## src/rtl/smvm_result_collector_if.sv

```systemverilog
// Result-collector bus: SMVM result stream in, tagged words out, job status.
interface smvm_result_collector_if #(
  parameter int DATA_W = 14,
  parameter int ROW_W  = 8,
  parameter int DEPTH  = 8
);
  localparam int LVL_W = $clog2(DEPTH) + 1;

  logic              start;
  logic [ROW_W-1:0]  rows_in;
  logic              in_valid;
  logic [DATA_W-1:0] data_in;
  logic              out_ready;
  logic              out_valid;
  logic [DATA_W-1:0] out_data;
  logic [ROW_W-1:0]  out_row;
  logic              busy;
  logic              done;
  logic              overflow;
  logic [LVL_W-1:0]  level;

  // Master is the environment: it issues jobs, feeds results, consumes words.
  modport master (
    output start, rows_in, in_valid, data_in, out_ready,
    input  out_valid, out_data, out_row, busy, done, overflow, level
  );

  // Slave is the collector itself.
  modport slave (
    input  start, rows_in, in_valid, data_in, out_ready,
    output out_valid, out_data, out_row, busy, done, overflow, level
  );
endinterface

```

## src/rtl/smvm_result_collector.sv

```systemverilog
// Captures the unthrottled SMVM result burst into a small FIFO, tags each
// word with its row index and drains it over a valid/ready handshake.
// done pulses once every expected row has been received and drained.
module smvm_result_collector #(
  parameter int DATA_W = 14,
  parameter int ROW_W  = 8,
  parameter int DEPTH  = 8
) (
  input logic clk,
  input logic rst,
  smvm_result_collector_if.slave bus
);
  localparam int PTR_W = $clog2(DEPTH);
  localparam int LVL_W = $clog2(DEPTH) + 1;

  typedef enum logic [1:0] {
    IDLE,
    COLLECT,
    FLUSH
  } state_t;

  state_t            state;
  logic [DATA_W-1:0] mem_data [DEPTH];
  logic [ROW_W-1:0]  mem_row  [DEPTH];
  logic [PTR_W-1:0]  wr_ptr;
  logic [PTR_W-1:0]  rd_ptr;
  logic [LVL_W-1:0]  level;
  logic [ROW_W-1:0]  rows;
  logic [ROW_W-1:0]  rx;
  logic [ROW_W-1:0]  tx;
  logic              overflow;
  logic              done;

  logic full;
  logic empty;
  logic accept;
  logic do_rd;
  logic do_wr;
  logic last_row;

  // A word is only dropped when full and nothing leaves in the same cycle.
  always_comb begin
    full     = (level == LVL_W'(DEPTH));
    empty    = (level == '0);
    accept   = (state == COLLECT) && bus.in_valid;
    do_rd    = !empty && bus.out_ready;
    do_wr    = accept && (!full || do_rd);
    last_row = accept && (rx == rows - ROW_W'(1));
  end

  // FIFO storage, pointers, occupancy and the job FSM with its status flags.
  always_ff @(posedge clk or posedge rst) begin
    if (rst) begin
      state    <= IDLE;
      wr_ptr   <= '0;
      rd_ptr   <= '0;
      level    <= '0;
      rows     <= '0;
      rx       <= '0;
      tx       <= '0;
      overflow <= 1'b0;
      done     <= 1'b0;
      for (int i = 0; i < DEPTH; i++) begin
        mem_data[i] <= '0;
        mem_row[i]  <= '0;
      end
    end else begin
      done <= 1'b0;

      if (do_wr) begin
        mem_data[wr_ptr] <= bus.data_in;
        mem_row[wr_ptr]  <= rx;
        wr_ptr           <= wr_ptr + PTR_W'(1);
      end

      if (do_rd) begin
        rd_ptr <= rd_ptr + PTR_W'(1);
        tx     <= tx + ROW_W'(1);
      end

      case ({do_wr, do_rd})
        2'b10:   level <= level + LVL_W'(1);
        2'b01:   level <= level - LVL_W'(1);
        default: level <= level;
      endcase

      case (state)
        IDLE: begin
          if (bus.start) begin
            rows     <= bus.rows_in;
            rx       <= '0;
            tx       <= '0;
            overflow <= 1'b0;
            if (bus.rows_in != '0) begin
              state <= COLLECT;
            end else begin
              done <= 1'b1;
            end
          end
        end
        COLLECT: begin
          if (accept) begin
            rx <= rx + ROW_W'(1);
            if (!do_wr) begin
              overflow <= 1'b1;
            end
            if (last_row) begin
              state <= FLUSH;
            end
          end
        end
        FLUSH: begin
          if (empty) begin
            state <= IDLE;
            done  <= 1'b1;
          end
        end
        default: state <= IDLE;
      endcase
    end
  end

  assign bus.out_valid = !empty;
  assign bus.out_data  = mem_data[rd_ptr];
  assign bus.out_row   = mem_row[rd_ptr];
  assign bus.busy      = (state != IDLE);
  assign bus.done      = done;
  assign bus.overflow  = overflow;
  assign bus.level     = level;
endmodule
```

## src/flat_wrapper.sv

```systemverilog
// flat-port wrapper written by rule: the top's interface ports become plain ports
module smvm_result_collector_flat 
#(
  parameter int DATA_W = 14,
  parameter int ROW_W  = 8,
  parameter int DEPTH  = 8
)
  (clk, rst, bus_start, bus_rows_in, bus_in_valid, bus_data_in, bus_out_ready, bus_out_valid, bus_out_data, bus_out_row, bus_busy, bus_done, bus_overflow, bus_level);
  smvm_result_collector_if #(.DATA_W(DATA_W), .ROW_W(ROW_W), .DEPTH(DEPTH)) bus_i ();
  input logic clk;
  input logic rst;
  input wire logic [$bits(bus_i.start)-1:0] bus_start;
  input wire logic [$bits(bus_i.rows_in)-1:0] bus_rows_in;
  input wire logic [$bits(bus_i.in_valid)-1:0] bus_in_valid;
  input wire logic [$bits(bus_i.data_in)-1:0] bus_data_in;
  input wire logic [$bits(bus_i.out_ready)-1:0] bus_out_ready;
  output wire logic [$bits(bus_i.out_valid)-1:0] bus_out_valid;
  output wire logic [$bits(bus_i.out_data)-1:0] bus_out_data;
  output wire logic [$bits(bus_i.out_row)-1:0] bus_out_row;
  output wire logic [$bits(bus_i.busy)-1:0] bus_busy;
  output wire logic [$bits(bus_i.done)-1:0] bus_done;
  output wire logic [$bits(bus_i.overflow)-1:0] bus_overflow;
  output wire logic [$bits(bus_i.level)-1:0] bus_level;
  assign bus_i.start = bus_start;
  assign bus_i.rows_in = bus_rows_in;
  assign bus_i.in_valid = bus_in_valid;
  assign bus_i.data_in = bus_data_in;
  assign bus_i.out_ready = bus_out_ready;
  assign bus_out_valid = bus_i.out_valid;
  assign bus_out_data = bus_i.out_data;
  assign bus_out_row = bus_i.out_row;
  assign bus_busy = bus_i.busy;
  assign bus_done = bus_i.done;
  assign bus_overflow = bus_i.overflow;
  assign bus_level = bus_i.level;
  smvm_result_collector #(.DATA_W(DATA_W), .ROW_W(ROW_W), .DEPTH(DEPTH)) u_core (.clk(clk), .rst(rst), .bus(bus_i));
endmodule
```

## config.mk

```make
export PLATFORM = sky130hd
export DESIGN_NAME = smvm_result_collector_flat
export DESIGN_NICKNAME = d
export VERILOG_FILES = /design/src/rtl/smvm_result_collector_if.sv /design/src/rtl/smvm_result_collector.sv /design/src/flat_wrapper.sv
export SDC_FILE = /design/constraint.sdc
export NUM_CORES = 1
export LEC_CHECK = 0
export ABC_AREA = 1
export BUFFER_PORTS_ARGS = -buffer_cell sky130_fd_sc_hd__buf_4
export CORE_UTILIZATION = 55
export DETAILED_ROUTE_END_ITERATION = 10
export PLACE_DENSITY = 0.73
export SLEW_MARGIN = 20
export SYNTH_ARGS = -nofsm -noshare
export SYNTH_HDL_FRONTEND = slang
export SYNTH_SLANG_ARGS = --single-unit
```

## constraint.sdc

```tcl
create_clock -name clk -period 13.9 [get_ports clk]
set_input_delay 0.695 -clock clk [delete_from_list [all_inputs] [get_ports clk]]
set_output_delay 0.695 -clock clk [all_outputs]
set_load 0.01 [all_outputs]
```

==> run_results.csv <==
group,metric,value,unit
status,status,"finished clean",
yosys,async_flop_share,100,%
critical_path,r2r_end,"u_core.bus.level[3]$_DFFE_PP0P_",
cells_and_area,nets,1193,
grt,antenna_found_initial,0,
grt,grt_pass1_vias,7439,
cells_and_area,diodes,0,
sta,worst_slack,10.37,ns
clock_tree,ctsResizeCount,0,
floorplan,die_x,136,um
yosys,synth_flop_cell,"dfrtp_1",
sta,fmax,283,MHz
sta,min_period,3.53,ns
yosys,synth_most_common_cell,"nand2_1",
yosys,yosysWarnings,0,
detailed_routing,route.detailed.drc,0,
clock_tree,cts_setup_buffers,0,
critical_path,reg2reg_from,"u_core.bus.level[0]$_DFFE_PP0P_",
clock_tree,clkTransAtPathRegs,0.06,ns
floorplan,num_rows,48,
yosys,synth-edff-count,0,
sta,relSlewSlack,30.8,%
yosys,avgSynthCellArea,8.63,um2
critical_path,crit_type,"register to primary output",
detailed_routing,dr.pass1.iters,5,
critical_path,cp.arrival,2.83,ns
grt,grt_max_degree,124,
detailed_routing,via_count,7727,
grt,grtUsageTotal,25.3,%
place,place_ws,10.95,ns
detailed_routing,drt-total-wl,22.1,mm
clock_tree,cts_tree,"done",
yosys,netlist_instances,1149,
sta,hold_slack,0.321,ns
clock_tree,clock-root-buffer,"clkbuf_16",
critical_path,setup.reg_to_reg.worst_slack,11.52,ns
clock_tree,cts.sinks,206,
clock_tree,cts_buffers,23,
detailed_routing,drtIter0Drc,610,
cells_and_area,area_growth,10.4,%
sta,hold_viol,0,
grt,gr-total-overflow,0,
pwr,finalPower,2780,uW
floorplan,dieArea,0.0186,mm2
cells_and_area,drive_gt1_share,12.3,%
clock_tree,htreeDepth,1,
yosys,ys_seq_area_share,52.0,%
place,hpwl,12.6,mm
yosys,synthTopCellsByCount,"303 x nand2_1, 206 x dfrtp_1, 156 x nor2_1, 127 x o21ai_1, 87 x o21ai_0",
critical_path,cp-start-kind,"register",
grt,grt_pass1_wl,37.3,mm
sta,worst_pin_slew,1.04,ns
pwr,peakVddDrop,0.163,mV
run,max-cap-violations,0,
sta,fin_worst_skew,0.00786,ns
yosys,synth_area,0.00991,mm2
yosys,synth_area_leaders,"dfrtp_1 52%, nand2_1 11%, o21ai_1 6.4%, nor2_1 5.9%, o21ai_0 4.4%",
critical_path,worstRegToRegCells,10,
critical_path,crit_fanout,23,
sta,finalSetupViolations,0,
floorplan,initial_utilization,56.7,%
detailed_routing,ant_nets,0,
yosys,syn-num-nets,1184,
pwr,p_leak,0.00519,uW
yosys,synth_area_leader_cell,"dfrtp_1",
floorplan,die_h,136,um
critical_path,worstSetupStartpoint,"u_core.rd_ptr[2]$_DFFE_PP0P_",
cells_and_area,num-fill-cells,1498,
sta,drv_slew,0,
critical_path,end_kind,"primary output",
sta,period_share,25.4,%
critical_path,crit_required,13.20,ns
place,gp_congestion,0.749,
yosys,synth_cell_types,35,
clock_tree,clk_latency,0.50,ns
clock_tree,clk_path_buf_depth,3,
yosys,ys_ff_latch,206,
place,port_buffers,56,
sta,setup-tns-final,0,ns
clock_tree,hold_buffers,0,
critical_path,crit_end,"bus_out_data[4]",
detailed_routing,post_drt_wl_per_cell,15.8,um
yosys,yosys.area.top_type_share,52.0,%
pwr,p_per_area,254,mW/mm2
floorplan,io_pins,57,
sta,rsz0062_at_grt,"false",
floorplan,core,0.0175,mm2
hold_path,hp-class,"primary input to asynchronous set/reset pin",
detailed_routing,post_drt_via_cell_ratio,5.53,
==> sequential cells by signal, summed over array words and instances, names as in the netlist <==
name                 count
u_core.rx                8
u_core.rd_ptr            3
u_core.bus.level         4
u_core.bus.overflow      1
u_core.mem_row          64
u_core.bus.done          1
u_core.rows              8
u_core.state             2
u_core.mem_data        112
u_core.wr_ptr            3
==> cells by family after synthesis <==
| logic type | share of synthesized area (%) |
|---|---|
| fa+ha+maj | 1.09 |
| mux | 0.114 |
| simple gates | 20.7 |
| flops | 52.0 |
| xor+xnor | 0.972 |
| compound gates | 17.5 |
| buf+inv | 7.61 |
==> cell type report <==
cell class / instances / area, um2 / area share (%)
Timing Repair Buffer: 61 / 462 / 4.22
Tap cell: 225 / 282 / 2.57
Clock buffer: 31 / 646 / 5.90
Multi-Input combinational cell: 810 / 4000 / 36.6
Inverter: 56 / 221 / 2.02
Sequential cell: 206 / 5160 / 47.1
Clock inverter: 8 / 170 / 1.56
==> cells in the final DEF (no fill, tap or decap), drive strengths merged <==
| master | Yosys | final |
|---|---|---|
| mux2 | 1 | 1 |
| fa | 1 | 1 |
| nor2 | 157 | 157 |
| clkinv | 3 | 4 |
| bufinv | 0 | 5 |
| ha | 7 | 7 |
| a31oi | 1 | 1 |
| a21oi | 7 | 7 |
| o21ai | 241 | 241 |
| xor2 | 8 | 8 |
| dfrtp | 206 | 206 |
| nand4 | 10 | 10 |
| nand3 | 19 | 19 |
| clkinvlp | 0 | 2 |
| clkbuf | 31 | 31 |
| nand2 | 305 | 305 |
| buf | 46 | 61 |
| inv | 53 | 53 |
| nor3 | 5 | 5 |
| o32ai | 44 | 44 |
| xnor2 | 3 | 3 |
| nand3b | 1 | 1 |
==> layer usage <==
layer	global-route usage, %	vias to the layer above	part of all wire [%]
met1	35.9	3725	47
met5	0	-	0
met2	41.3	155	47
li1	-	3822	-
met4	5.43	0	1.5
met3	3.50	25	4.7
==> how the worst min path moves through the flow <==
stage	startpoint	end	slack [ns]	depth (start not counted)
4_1_cts	rst	u_core.wr_ptr[2]$_DFFE_PP0P_	0.41	2
3_3_place_gp	u_core.mem_row[47]$_DFFE_PP0P_	u_core.mem_row[47]$_DFFE_PP0P_	0.46	2
5_1_grt	rst	u_core.mem_data[82]$_DFFE_PP0P_	0.44	2
3_5_place_dp	u_core.mem_data[78]$_DFFE_PP0P_	u_core.mem_data[78]$_DFFE_PP0P_	0.46	2
6_report	rst	u_core.wr_ptr[2]$_DFFE_PP0P_	0.32	2
2_1_floorplan	u_core.mem_data[16]$_DFFE_PP0P_	u_core.mem_data[16]$_DFFE_PP0P_	0.45	2
==> power by group <==
part,switching [uW],internal (uW)
clock,238,416
sequential,182,839
combinational,672,433
total,1090,1690
==> critical path, stage by stage (launching register included) <==
cell,delay (ns)
dfrtp_1,1.02
inv_1,0.79
nand2_1,0.25
nand2_1,0.10
buf_4,0.15
==> stage by stage <==
step / instances / util [%] / cell area [um2]
global placement: 1358 / 57.9 / 10100
floorplan: 1149 / - / 9910
CTS: 1397 / 62.6 / 10900
global route: 1397 / 62.6 / 10900
detailed placement: 1358 / 57.9 / 10100
finish: 1397 / 62.6 / 10900
(Power assumes the default switching activity.)
